`config.mk`:
```
export PLATFORM = sky130hd
export DESIGN_NAME = systolic_matmul_os_flat
export DESIGN_NICKNAME = d
export VERILOG_FILES = /design/src/rtl/systolic_pkg.sv /design/src/rtl/systolic_matmul_os_if.sv /design/src/rtl/systolic_os_pe.sv /design/src/rtl/systolic_matmul_os.sv /design/src/flat_wrapper.sv
export SDC_FILE = /design/constraint.sdc
export NUM_CORES = 2
export LEC_CHECK = 0
export CELL_PAD_IN_SITES_DETAIL_PLACEMENT = 1
export CELL_PAD_IN_SITES_GLOBAL_PLACEMENT = 1
export CORE_MARGIN = 10
export CORE_UTILIZATION = 50
export CTS_CLUSTER_SIZE = 25
export DETAILED_ROUTE_END_ITERATION = 7
export PLACE_DENSITY_LB_ADDON = 0.1
export SLEW_MARGIN = 20
export SYNTH_ARGS = -nofsm -noshare
export SYNTH_HDL_FRONTEND = slang
export SYNTH_HIERARCHICAL = 1
export SYNTH_SLANG_ARGS = --single-unit
```
`constraint.sdc`:
```
create_clock -name clk -period 22.9 [get_ports clk]
set_clock_uncertainty 0.2 [all_clocks]
set_input_delay 4.58 -clock clk [delete_from_list [all_inputs] [get_ports clk]]
set_output_delay 4.58 -clock clk [all_outputs]
set_load 0.1 [all_outputs]
```
`src/rtl/systolic_pkg.sv`:
```
// Shared types, default sizes and the saturating-add helper for the
// output-stationary systolic matrix-multiply engine.
package systolic_pkg;

    typedef enum logic [1:0] {
        IDLE   = 2'd0,
        STREAM = 2'd1,
        FLUSH  = 2'd2,
        OUTPUT = 2'd3
    } state_e;

    localparam int DEF_ROWS         = 4;
    localparam int DEF_COLS         = 4;
    localparam int DEF_DATA_WIDTH   = 8;
    localparam int DEF_WEIGHT_WIDTH = 8;
    localparam int DEF_ACC_WIDTH    = 32;
    localparam int DEF_K_MAX        = 256;

    // Working width of the saturating adder; accumulators up to 63 bits fit.
    localparam int SAT_W = 64;

    typedef struct packed {
        logic [SAT_W-1:0] sum;
        logic             clamped;
    } sat_res_t;

    // Operands arrive already extended (sign or zero) from a width-bit value.
    function automatic sat_res_t sat_add(input logic [SAT_W-1:0] a,
                                         input logic [SAT_W-1:0] b,
                                         input int unsigned      width,
                                         input logic             is_signed);
        sat_res_t         res;
        logic [SAT_W-1:0] sum;
        logic [SAT_W-1:0] hi;
        logic [SAT_W-1:0] lo;
        sum         = a + b;
        res.sum     = sum;
        res.clamped = 1'b0;
        if (is_signed) begin
            hi = (64'd1 << (width - 32'd1)) - 64'd1;
            lo = ~hi;
            if ($signed(sum) > $signed(hi)) begin
                res.sum     = hi;
                res.clamped = 1'b1;
            end else if ($signed(sum) < $signed(lo)) begin
                res.sum     = lo;
                res.clamped = 1'b1;
            end else begin
                res.sum     = sum;
            end
        end else begin
            hi = (64'd1 << width) - 64'd1;
            lo = 64'd0;
            if (sum > hi) begin
                res.sum     = hi;
                res.clamped = 1'b1;
            end else begin
                res.sum     = sum | lo;
            end
        end
        return res;
    endfunction

endpackage

```
`src/rtl/systolic_matmul_os_if.sv`:
```
// Handshake and data bundle between a host and systolic_matmul_os.
interface systolic_matmul_os_if #(
    parameter int ROWS         = 4,
    parameter int COLS         = 4,
    parameter int DATA_WIDTH   = 8,
    parameter int WEIGHT_WIDTH = 8,
    parameter int ACC_WIDTH    = 32,
    parameter int K_MAX        = 256
) ();
    localparam int KW = $clog2(K_MAX + 1);

    logic                         start;
    logic [KW-1:0]                k_len;
    logic                         acc_keep;
    logic                         busy;
    logic                         done;
    logic [ROWS*DATA_WIDTH-1:0]   a_data;
    logic [COLS*WEIGHT_WIDTH-1:0] b_data;
    logic                         in_valid;
    logic                         in_ready;
    logic [COLS*ACC_WIDTH-1:0]    result_data;
    logic                         result_valid;
    logic                         result_ready;
    logic                         result_last;
    logic                         overflow;

    modport master (
        output start, k_len, acc_keep, a_data, b_data, in_valid, result_ready,
        input  busy, done, in_ready, result_data, result_valid, result_last, overflow
    );

    modport slave (
        input  start, k_len, acc_keep, a_data, b_data, in_valid, result_ready,
        output busy, done, in_ready, result_data, result_valid, result_last, overflow
    );
endinterface

```
`src/rtl/systolic_os_pe.sv`:
```
// One output-stationary MAC cell: forwards a right and b down, accumulates a*b.
// SYSTOLIC_SATURATE_EN selects clamping accumulation instead of wrap-around.
module systolic_os_pe
    import systolic_pkg::*;
#(
    parameter int DATA_WIDTH   = DEF_DATA_WIDTH,
    parameter int WEIGHT_WIDTH = DEF_WEIGHT_WIDTH,
    parameter int ACC_WIDTH    = DEF_ACC_WIDTH,
    parameter int SIGNED_MATH  = 1
) (
    input  logic                    clk,
    input  logic                    rst,
    input  logic                    en_i,
    input  logic                    clr_i,
    input  logic [DATA_WIDTH-1:0]   a_i,
    input  logic                    a_vld_i,
    input  logic [WEIGHT_WIDTH-1:0] b_i,
    input  logic                    b_vld_i,
    output logic [DATA_WIDTH-1:0]   a_o,
    output logic                    a_vld_o,
    output logic [WEIGHT_WIDTH-1:0] b_o,
    output logic                    b_vld_o,
    output logic [ACC_WIDTH-1:0]    acc_o,
    output logic                    sat_o
);
    localparam int PW = DATA_WIDTH + WEIGHT_WIDTH;

    logic signed [PW-1:0]  prod_sgn_s;
    logic [PW-1:0]         prod_uns_s;
    logic [ACC_WIDTH-1:0]  prod_ext_s;
    logic [ACC_WIDTH-1:0]  acc_q, acc_d;
    logic                  mac_s;
    logic                  clamp_s;
    logic [DATA_WIDTH-1:0]   a_q;
    logic [WEIGHT_WIDTH-1:0] b_q;
    logic                    a_vld_q, b_vld_q;
`ifdef SYSTOLIC_SATURATE_EN
    sat_res_t              sat_r_s;
`endif

    assign mac_s = en_i && a_vld_i && b_vld_i;

    always_comb begin
        prod_sgn_s = PW'($signed(a_i)) * PW'($signed(b_i));
        prod_uns_s = PW'(a_i) * PW'(b_i);
        prod_ext_s = (SIGNED_MATH != 0) ? ACC_WIDTH'(prod_sgn_s) : ACC_WIDTH'(prod_uns_s);
`ifdef SYSTOLIC_SATURATE_EN
        sat_r_s = sat_add((SIGNED_MATH != 0) ? SAT_W'($signed(acc_q)) : SAT_W'(acc_q),
                          (SIGNED_MATH != 0) ? SAT_W'($signed(prod_ext_s)) : SAT_W'(prod_ext_s),
                          ACC_WIDTH, SIGNED_MATH != 0);
        acc_d   = sat_r_s.sum[ACC_WIDTH-1:0];
        clamp_s = sat_r_s.clamped;
`else
        acc_d   = acc_q + prod_ext_s;
        clamp_s = 1'b0;
`endif
    end

    always_ff @(posedge clk) begin
        if (rst) begin
            acc_q   <= '0;
            a_q     <= '0;
            b_q     <= '0;
            a_vld_q <= 1'b0;
            b_vld_q <= 1'b0;
        end else begin
            if (clr_i) begin
                acc_q <= '0;
            end else if (mac_s) begin
                acc_q <= acc_d;
            end
            if (en_i) begin
                a_q     <= a_i;
                b_q     <= b_i;
                a_vld_q <= a_vld_i;
                b_vld_q <= b_vld_i;
            end
        end
    end

    assign a_o     = a_q;
    assign a_vld_o = a_vld_q;
    assign b_o     = b_q;
    assign b_vld_o = b_vld_q;
    assign acc_o   = acc_q;
    assign sat_o   = mac_s && clamp_s;

endmodule

```
`src/rtl/systolic_matmul_os.sv`:
```
// Output-stationary systolic matmul: skewed beat input, ROWSxCOLS PE grid,
// row-by-row drain. SYSTOLIC_SATURATE_EN (in the PE) enables clamping.
module systolic_matmul_os
    import systolic_pkg::*;
#(
    parameter int ROWS         = DEF_ROWS,
    parameter int COLS         = DEF_COLS,
    parameter int DATA_WIDTH   = DEF_DATA_WIDTH,
    parameter int WEIGHT_WIDTH = DEF_WEIGHT_WIDTH,
    parameter int ACC_WIDTH    = DEF_ACC_WIDTH,
    parameter int K_MAX        = DEF_K_MAX,
    parameter int SIGNED_MATH  = 1
) (
    input logic               clk,
    input logic               rst,
    systolic_matmul_os_if.slave bus
);
    localparam int KW        = $clog2(K_MAX + 1);
    localparam int RW        = (ROWS > 1) ? $clog2(ROWS) : 1;
    localparam int FLUSH_LEN = ROWS + COLS - 1;
    localparam int FW        = $clog2(FLUSH_LEN + 1);

    state_e                    state_q, state_d;
    logic [KW-1:0]             klen_q, klen_d, beat_q, beat_d;
    logic [FW-1:0]             flush_q, flush_d;
    logic [RW-1:0]             row_q, row_d;
    logic                      done_q, done_d;
    logic                      overflow_q;
    logic                      clr_s, accept_s, adv_s, handshake_s;
    logic [ROWS*COLS-1:0]      sat_s;
    logic [COLS*ACC_WIDTH-1:0] result_data_s;

    logic [DATA_WIDTH-1:0]   a_h_s  [ROWS][COLS+1];
    logic                    a_hv_s [ROWS][COLS+1];
    logic [WEIGHT_WIDTH-1:0] b_v_s  [ROWS+1][COLS];
    logic                    b_vv_s [ROWS+1][COLS];
    logic [ACC_WIDTH-1:0]    acc_s  [ROWS][COLS];

    assign accept_s    = bus.in_valid && (state_q == STREAM);
    assign adv_s       = accept_s || (state_q == FLUSH);
    assign handshake_s = (state_q == OUTPUT) && bus.result_ready;

    always_comb begin
        state_d = state_q;
        klen_d  = klen_q;
        beat_d  = beat_q;
        flush_d = flush_q;
        row_d   = row_q;
        done_d  = 1'b0;
        clr_s   = 1'b0;
        case (state_q)
            IDLE: begin
                if (bus.start) begin
                    klen_d  = bus.k_len;
                    beat_d  = '0;
                    flush_d = '0;
                    row_d   = '0;
                    clr_s   = !bus.acc_keep;
                    state_d = (bus.k_len == '0) ? FLUSH : STREAM;
                end else begin
                    state_d = IDLE;
                end
            end
            STREAM: begin
                if (accept_s) begin
                    if (beat_q == klen_q - KW'(1)) begin
                        state_d = FLUSH;
                    end else begin
                        beat_d = beat_q + KW'(1);
                    end
                end else begin
                    state_d = STREAM;
                end
            end
            FLUSH: begin
                if (flush_q == FW'(FLUSH_LEN - 1)) begin
                    state_d = OUTPUT;
                    row_d   = '0;
                end else begin
                    flush_d = flush_q + FW'(1);
                end
            end
            OUTPUT: begin
                if (handshake_s) begin
                    if (row_q == RW'(ROWS - 1)) begin
                        state_d = IDLE;
                        done_d  = 1'b1;
                    end else begin
                        row_d = row_q + RW'(1);
                    end
                end else begin
                    state_d = OUTPUT;
                end
            end
            default: state_d = IDLE;
        endcase
    end

    always_ff @(posedge clk) begin
        if (rst) begin
            state_q    <= IDLE;
            klen_q     <= '0;
            beat_q     <= '0;
            flush_q    <= '0;
            row_q      <= '0;
            done_q     <= 1'b0;
            overflow_q <= 1'b0;
        end else begin
            state_q <= state_d;
            klen_q  <= klen_d;
            beat_q  <= beat_d;
            flush_q <= flush_d;
            row_q   <= row_d;
            done_q  <= done_d;
            if (clr_s) begin
                overflow_q <= 1'b0;
            end else if (|sat_s) begin
                overflow_q <= 1'b1;
            end
        end
    end

    // Input skew: row r of A and column c of B are delayed by r / c enabled cycles.
    for (genvar r = 0; r < ROWS; r++) begin : g_askew
        if (r == 0) begin : g_pass
            assign a_h_s[0][0]  = bus.a_data[0 +: DATA_WIDTH];
            assign a_hv_s[0][0] = accept_s;
        end else begin : g_dly
            logic [DATA_WIDTH-1:0] d_q [r];
            logic                  v_q [r];
            always_ff @(posedge clk) begin
                if (rst) begin
                    for (int i = 0; i < r; i++) begin
                        d_q[i] <= '0;
                        v_q[i] <= 1'b0;
                    end
                end else if (adv_s) begin
                    d_q[0] <= bus.a_data[r*DATA_WIDTH +: DATA_WIDTH];
                    v_q[0] <= accept_s;
                    for (int i = 1; i < r; i++) begin
                        d_q[i] <= d_q[i-1];
                        v_q[i] <= v_q[i-1];
                    end
                end
            end
            assign a_h_s[r][0]  = d_q[r-1];
            assign a_hv_s[r][0] = v_q[r-1];
        end
    end

    for (genvar c = 0; c < COLS; c++) begin : g_bskew
        if (c == 0) begin : g_pass
            assign b_v_s[0][0]  = bus.b_data[0 +: WEIGHT_WIDTH];
            assign b_vv_s[0][0] = accept_s;
        end else begin : g_dly
            logic [WEIGHT_WIDTH-1:0] d_q [c];
            logic                    v_q [c];
            always_ff @(posedge clk) begin
                if (rst) begin
                    for (int i = 0; i < c; i++) begin
                        d_q[i] <= '0;
                        v_q[i] <= 1'b0;
                    end
                end else if (adv_s) begin
                    d_q[0] <= bus.b_data[c*WEIGHT_WIDTH +: WEIGHT_WIDTH];
                    v_q[0] <= accept_s;
                    for (int i = 1; i < c; i++) begin
                        d_q[i] <= d_q[i-1];
                        v_q[i] <= v_q[i-1];
                    end
                end
            end
            assign b_v_s[0][c]  = d_q[c-1];
            assign b_vv_s[0][c] = v_q[c-1];
        end
    end

    for (genvar r = 0; r < ROWS; r++) begin : g_row
        for (genvar c = 0; c < COLS; c++) begin : g_col
            systolic_os_pe #(
                .DATA_WIDTH  (DATA_WIDTH),
                .WEIGHT_WIDTH(WEIGHT_WIDTH),
                .ACC_WIDTH   (ACC_WIDTH),
                .SIGNED_MATH (SIGNED_MATH)
            ) u_pe (
                .clk    (clk),
                .rst    (rst),
                .en_i   (adv_s),
                .clr_i  (clr_s),
                .a_i    (a_h_s[r][c]),
                .a_vld_i(a_hv_s[r][c]),
                .b_i    (b_v_s[r][c]),
                .b_vld_i(b_vv_s[r][c]),
                .a_o    (a_h_s[r][c+1]),
                .a_vld_o(a_hv_s[r][c+1]),
                .b_o    (b_v_s[r+1][c]),
                .b_vld_o(b_vv_s[r+1][c]),
                .acc_o  (acc_s[r][c]),
                .sat_o  (sat_s[r*COLS+c])
            );
        end
    end

    always_comb begin
        result_data_s = '0;
        if (state_q == OUTPUT) begin
            for (int c = 0; c < COLS; c++) begin
                result_data_s[c*ACC_WIDTH +: ACC_WIDTH] = acc_s[row_q][c];
            end
        end else begin
            result_data_s = '0;
        end
    end

    assign bus.busy         = (state_q != IDLE);
    assign bus.done         = done_q;
    assign bus.in_ready     = (state_q == STREAM);
    assign bus.result_valid = (state_q == OUTPUT);
    assign bus.result_last  = (state_q == OUTPUT) && (row_q == RW'(ROWS - 1));
    assign bus.result_data  = result_data_s;
    assign bus.overflow     = overflow_q;

endmodule

```
`src/flat_wrapper.sv`:
```
// flat-port wrapper written by rule: the top's interface ports become plain ports
module systolic_matmul_os_flat import systolic_pkg::*;
#(
    parameter int ROWS         = DEF_ROWS,
    parameter int COLS         = DEF_COLS,
    parameter int DATA_WIDTH   = DEF_DATA_WIDTH,
    parameter int WEIGHT_WIDTH = DEF_WEIGHT_WIDTH,
    parameter int ACC_WIDTH    = DEF_ACC_WIDTH,
    parameter int K_MAX        = DEF_K_MAX,
    parameter int SIGNED_MATH  = 1
)
  (clk, rst, bus_start, bus_k_len, bus_acc_keep, bus_a_data, bus_b_data, bus_in_valid, bus_result_ready, bus_busy, bus_done, bus_in_ready, bus_result_data, bus_result_valid, bus_result_last, bus_overflow);
  systolic_matmul_os_if #(.ROWS(ROWS), .COLS(COLS), .DATA_WIDTH(DATA_WIDTH), .WEIGHT_WIDTH(WEIGHT_WIDTH), .ACC_WIDTH(ACC_WIDTH), .K_MAX(K_MAX)) bus_i ();
  input logic clk;
  input logic rst;
  input wire logic [$bits(bus_i.start)-1:0] bus_start;
  input wire logic [$bits(bus_i.k_len)-1:0] bus_k_len;
  input wire logic [$bits(bus_i.acc_keep)-1:0] bus_acc_keep;
  input wire logic [$bits(bus_i.a_data)-1:0] bus_a_data;
  input wire logic [$bits(bus_i.b_data)-1:0] bus_b_data;
  input wire logic [$bits(bus_i.in_valid)-1:0] bus_in_valid;
  input wire logic [$bits(bus_i.result_ready)-1:0] bus_result_ready;
  output wire logic [$bits(bus_i.busy)-1:0] bus_busy;
  output wire logic [$bits(bus_i.done)-1:0] bus_done;
  output wire logic [$bits(bus_i.in_ready)-1:0] bus_in_ready;
  output wire logic [$bits(bus_i.result_data)-1:0] bus_result_data;
  output wire logic [$bits(bus_i.result_valid)-1:0] bus_result_valid;
  output wire logic [$bits(bus_i.result_last)-1:0] bus_result_last;
  output wire logic [$bits(bus_i.overflow)-1:0] bus_overflow;
  assign bus_i.start = bus_start;
  assign bus_i.k_len = bus_k_len;
  assign bus_i.acc_keep = bus_acc_keep;
  assign bus_i.a_data = bus_a_data;
  assign bus_i.b_data = bus_b_data;
  assign bus_i.in_valid = bus_in_valid;
  assign bus_i.result_ready = bus_result_ready;
  assign bus_busy = bus_i.busy;
  assign bus_done = bus_i.done;
  assign bus_in_ready = bus_i.in_ready;
  assign bus_result_data = bus_i.result_data;
  assign bus_result_valid = bus_i.result_valid;
  assign bus_result_last = bus_i.result_last;
  assign bus_overflow = bus_i.overflow;
  systolic_matmul_os #(.ROWS(ROWS), .COLS(COLS), .DATA_WIDTH(DATA_WIDTH), .WEIGHT_WIDTH(WEIGHT_WIDTH), .ACC_WIDTH(ACC_WIDTH), .K_MAX(K_MAX), .SIGNED_MATH(SIGNED_MATH)) u_core (.clk(clk), .rst(rst), .bus(bus_i));
endmodule
```
Word-level counts from Yosys, hierarchy flattened
Memories as Yosys holds them, arrays and structs flattened.
Cells that the tools add are included.
- mux-type cells: 60
- $mul: 16
- add/sub/neg operators: 20
- eq/ne operators: 15
- divide/modulo/power cells: 0
- reductions and logical operators: 54
- shift-type cells: 0
- bitwise operators: 23
- $lt $le $gt $ge: 1
- operators with widths (operator ; number):
    32-bit adder ; 16
    128-bit two-way mux ; 3
    128-bit binary-select mux with 2-bit select ; 1
    8-bit by 8-bit multiplier with 16-bit output ; 16
    8-bit two-way mux ; 12
    1-bit logical AND ; 35
    9-bit two-way mux ; 3
    1-bit two-way mux ; 24
    2-bit two-way mux ; 11
    1-bit bitwise OR ; 20
    9-bit case mux with 2 select lines ; 1
    8-bit OR reduction ; 2
    2-bit != test, second input constant ; 5
    9-bit by 1-bit adder with 9-bit output, second input constant ; 1
    9-bit equality test ; 1
    9-bit logical NOT ; 1
    9-bit by 1-bit subtractor with 9-bit output, second input constant ; 1
    2-bit case mux with 4 select lines ; 1
    2-bit equality test, second input constant ; 3
    3-bit two-way mux ; 2
    3-bit != test, second input constant ; 2
    2-bit case mux with 3 select lines ; 1
    3-bit case mux with 2 select lines ; 1
    3-bit AND reduction ; 2
    19 further kinds ; 24
- bits in writable memories: 108
- latch bits: 0
- memory bits (read-only): 0
- output and inout bits: 134
- register bits: 751
- bits of input ports: 79
- memories: 12
- word-level logic and storage cells: 268
- memories (name ; depth ; width ; read ports ; clocked after Yosys merged registers in ; wr ports ; RTL line ; source):
    u_core.g_askew[3].g_dly.d_q ; 3 ; 8 ; 3 ; 0 ; 3 ; systolic_matmul_os.sv:129 ; logic [DATA_WIDTH-1:0] d_q [r];
    u_core.g_bskew[3].g_dly.d_q ; 3 ; 8 ; 3 ; 0 ; 3 ; systolic_matmul_os.sv:156 ; logic [WEIGHT_WIDTH-1:0] d_q [c];
    u_core.g_askew[2].g_dly.d_q ; 2 ; 8 ; 2 ; 0 ; 2 ; systolic_matmul_os.sv:129 ;
    u_core.g_bskew[2].g_dly.d_q ; 2 ; 8 ; 2 ; 0 ; 2 ; systolic_matmul_os.sv:156 ;
    u_core.g_askew[1].g_dly.d_q ; 1 ; 8 ; 1 ; 0 ; 1 ; systolic_matmul_os.sv:129 ;
    u_core.g_bskew[1].g_dly.d_q ; 1 ; 8 ; 1 ; 0 ; 1 ; systolic_matmul_os.sv:156 ;
    6 more memories ; -- ; -- ; -- ; -- ; -- ; -- ;

Logic depth before layout (Yosys ltp)
- depth after elaboration: 8
- depth in mapped cells: 29
- gate-level depth less buffers: 29

Modules after synthesis
The synthesis kept the hierarchy.
- by module, submodules not included (module ; cells each ; instances ; sequential area each (µm²) ; area each (µm²)):
    systolic_os_pe (u_core.g_row[0].g_col[0].u_pe ...) ; 697 ; 4 ; 1001.0 ; 5863.1
    systolic_os_pe (u_core.g_row[2].g_col[1].u_pe ...) ; 708 ; 3 ; 1001.0 ; 5928.2
    systolic_os_pe (u_core.g_row[1].g_col[1].u_pe ...) ; 697 ; 3 ; 1001.0 ; 5875.6
    systolic_os_pe (u_core.g_row[3].g_col[1].u_pe ...) ; 691 ; 2 ; 1001.0 ; 5914.4
    systolic_matmul_os ; 727 ; 1 ; 3543.4 ; 9163.8
    systolic_os_pe (u_core.g_row[2].g_col[0].u_pe) ; 718 ; 1 ; 1001.0 ; 6029.5
    systolic_os_pe (u_core.g_row[3].g_col[0].u_pe) ; 696 ; 1 ; 1001.0 ; 5938.2
    systolic_os_pe (u_core.g_row[1].g_col[0].u_pe) ; 698 ; 1 ; 1001.0 ; 5933.2
    systolic_os_pe (u_core.g_row[3].g_col[3].u_pe) ; 694 ; 1 ; 1001.0 ; 5861.9

Worst setup path after synthesis
No wires, ideal clock.
- kind: input -> register
- start: input bus_b_data[3]
- end: register u_core.g_row[0].g_col[0].u_pe.acc_q[30]
- cell stages on the path: 25
- required time: 22.568 ns
- library setup time: 0.132 ns
- buffers on the path: 0
- data arrival time: 10.723 ns
- slack: 11.845 ns
- path through: and2_1 fa_1 inv_1 fa_1 inv_1 fa_1 inv_1 fa_1 inv_1 ha_1 and3_1 a21oi_1 o21ai_1 o41ai_2 xnor2_1 ha_1 a21o_1 a21o_1 a21oi_1 o21ai_0 a21oi_1 a21bo_2 o21ai_0 xor2_1 a21oi_1
- longest elaborated chain between the ends: 2
- RTL lines (element ; RTL line ; source):
    start, declared ; flat_wrapper.sv:20 ; input wire logic [$bits(bus_i.b_data)-1:0] bus_b_data;
    8-bit by 8-bit multiplier with 16-bit output ; systolic_os_pe.sv:44 ; prod_sgn_s = PW'($signed(a_i)) * PW'($signed(b_i));
    32-bit adder ; systolic_os_pe.sv:54 ; acc_d = acc_q + prod_ext_s;
    end signal, assigned ; systolic_os_pe.sv:61 ; acc_q <= '0;
    end signal, assigned ; systolic_os_pe.sv:68 ; acc_q <= '0;
    end signal, assigned ; systolic_os_pe.sv:70 ; acc_q <= acc_d;
    end, declared ; systolic_os_pe.sv:31 ; logic [ACC_WIDTH-1:0] acc_q, acc_d;
No other way between the ends.
A chain may end at the register's enable or synchronous reset.

Worst setup path after layout
- start: input bus_b_data[3]
- end: register u_core.g_row[0].g_col[0].u_pe.acc_q[27]
The elaborated chain is that of the path after synthesis.

==> results.yml <==
clock_network:
  clock_sinks: 855
  cts_hold_buffers: 0
  numCtsBuffers: 112
  htreeDepth: 3
  postCtsSetupBuffers: 0
  clock_latency_ns: 0.78
  path_clk_slew_ns: 0.06
  root_buffer: "clkbuf_16"
  clockBufferDepth: 3
  cts_resized: 0
  tritoncts: "done"
timing:
  period_needed_ns: 11.52
  setup-tns-final_ns: 0
  slew_headroom_pct: 29.8
  setup_viol: 0
  achievable-frequency_ghz: 0.0868
  finalMaxSlewViolations: 0
  rsz0062_at_grt: "false"
  post-route-period-util_pct: 50.3
  hold_viol_final: 0
  worst_pin_slew_ns: 1.05
global_routing:
  grt_pass1_wl_um: 513000
  grtUsageTotal_pct: 28.4
  grt_pass1_vias: 91692
  grt_max_degree: 106
  grt.overflow.total: 0
  grt_antenna_before_repair: 20
final_layout:
  drive_gt1_share_pct: 5.55
  finalInstanceArea_um2: 110000
  area_growth_pct: 8.44
  final_nets: 13705
  final_cell_mix: "inv_1 (1530), nand2_1 (1104), ha_1 (997)"
  final_common_cell: "inv_1"
  multi_input_area_um2: 75900
  area.sequential_um2: 18100
  nFillCells: 23772
synth:
  syn-mean-instance-area_um2: 8.65
  syn_inst: 11700
  synth_area_um2: 101000
  yosys_warnings: 6
  synth_nets: 13672
worst_setup_path:
  cp_slowest_stage_delay_ns: 0.65
  critPathBufInv: 5
  crit_type: "in -> reg"
  worst_setup_path_start_kind: "primary input"
  crit_path_top_delay_cell: "clkdlybuf4s50_1"
  end_kind: "flip-flop"
  cp.required_ns: 23.40
  crit_family: "adder cells"
  arrival_ns: 12.02
  cp_max_fo: 23
floorplanning:
  start_util_pct: 50.2
  die-area_um2: 221000
  die_h_um: 470
  io_pins: 213
  core_area_um2: 202000
  die_x_um: 470
  rows: 165
placement:
  gp_congestion: 0.896
  portBuffers: 212
  dpl_cell_area_um2: 106000
  dp_hpwl_um: 253000
route:
  routed_wl_um: 321000
  drc_errors: 0
  drt_iter0_drc: 4536
  routedWlPerCell_um: 22.1
  vias_per_cell: 5.84
  drtAntennaViolNets: 0
  dr.pass1.iters: 5
  via_count: 84715
status:
  status: "complete, no violations"
power:
  vdd_drop_max_v: 0.0000807
  power_density_nw_per_um2: 49.8
  p_leak_nw: 51.1
hold_path:
  hp-class: "reg -> reg"
flow_run:
  drv_cap: 0
==> sequential cells by signal (all words and copies together), names as in the netlist, 9 cells and up <==
name	cells
u_core/beat_q	9
u_core/g_askew.g_dly.d_q	48
u_core/g_bskew.g_dly.d_q	48
u_core/g_row.g_col.u_pe/a_o	96
u_core/g_row.g_col.u_pe/a_vld_o	12
u_core/g_row.g_col.u_pe/acc_o	512
u_core/g_row.g_col.u_pe/b_o	96
u_core/g_row.g_col.u_pe/b_vld_o	12
u_core/klen_q	9
==> worst register-to-register path, cell delays in order (launching register included) <==
cell       delay (ns)
dfxtp_1          0.74
nand2b_1         0.19
fa_1             0.54
fa_1             0.55
inv_1            0.06
fa_1             0.54
inv_1            0.06
fa_1             0.52
inv_1            0.04
ha_1             0.32
o21ai_0          0.10
nor2_1           0.11
o41ai_2          0.39
o2111ai_2        0.25
o31ai_4          0.44
xnor2_1          0.49
buf_4            0.33
ha_1             0.36
and2_1           0.21
a221o_1          0.31
a31oi_1          0.32
o211ai_2         0.31
a211oi_2         0.30
xnor3_1          0.27
or3_1            0.32
a21oi_1          0.15
==> power by group <==
| part | total (mW) | switching, mW | internal, mW |
|---|---|---|---|
| clock | 1.93 | 0.783 | 1.15 |
| sequential | 1.69 | 0.116 | 1.57 |
| combinational | 1.85 | 1.17 | 0.684 |
==> final cells by class <==
| class | count | share of cell area [%] |
|---|---|---|
| antenna | 6 | 0.0137 |
| clock buffer | 153 | 2.96 |
| clock inverter | 59 | 0.636 |
| inverter | 1531 | 5.24 |
| multi-input combinational | 8949 | 69.1 |
| sequential | 855 | 16.5 |
| tap | 2672 | 3.05 |
| timing repair buffer | 284 | 2.45 |
==> stage by stage <==
step,setup WS (ns),utilization [%],cells,hold slack [ns],power (mW)
after floorplan,11.84,-,11700,0.240,3.01
after global placement,10.72,52.4,14291,0.254,3.45
after detailed placement,10.56,52.4,14291,0.265,3.52
after CTS,11.33,54.4,14503,0.270,5.49
after global routing,10.87,54.4,14505,0.293,5.78
final,11.38,54.4,14509,0.269,5.47
==> metal layers <==
| metal | global-route usage (%) | part of all wire, % | up-vias |
|---|---|---|---|
| met5 | 0 | 0 | - |
| met4 | 10.5 | 4.0 | 0 |
| met3 | 3.13 | 3.8 | 490 |
| met2 | 49.1 | 48 | 1542 |
| met1 | 36.5 | 44 | 43006 |
| li1 | - | - | 39677 |
==> worst paths after layout <==
| check | cells after the start | to | slack, ns | start |
|---|---|---|---|---|
| hold / removal | 2 | u_core/g_row[2].g_col[3].u_pe/acc_o[6] | 0.27 | u_core/g_row[2].g_col[3].u_pe/acc_o[6] |
| setup / recovery | 26 | u_core/g_row[0].g_col[0].u_pe/acc_o[27] | 11.38 | bus_b_data[3] |
| hold reg to reg | 2 | u_core/g_row[2].g_col[3].u_pe/acc_o[6] | 0.27 | u_core/g_row[2].g_col[3].u_pe/acc_o[6] |
| setup reg to reg | 25 | u_core/g_row[1].g_col[0].u_pe/acc_o[31] | 14.40 | u_core/g_row[0].g_col[0].u_pe/b_o[7] |
No activity file was read; power rests on OpenSTA's default activity.
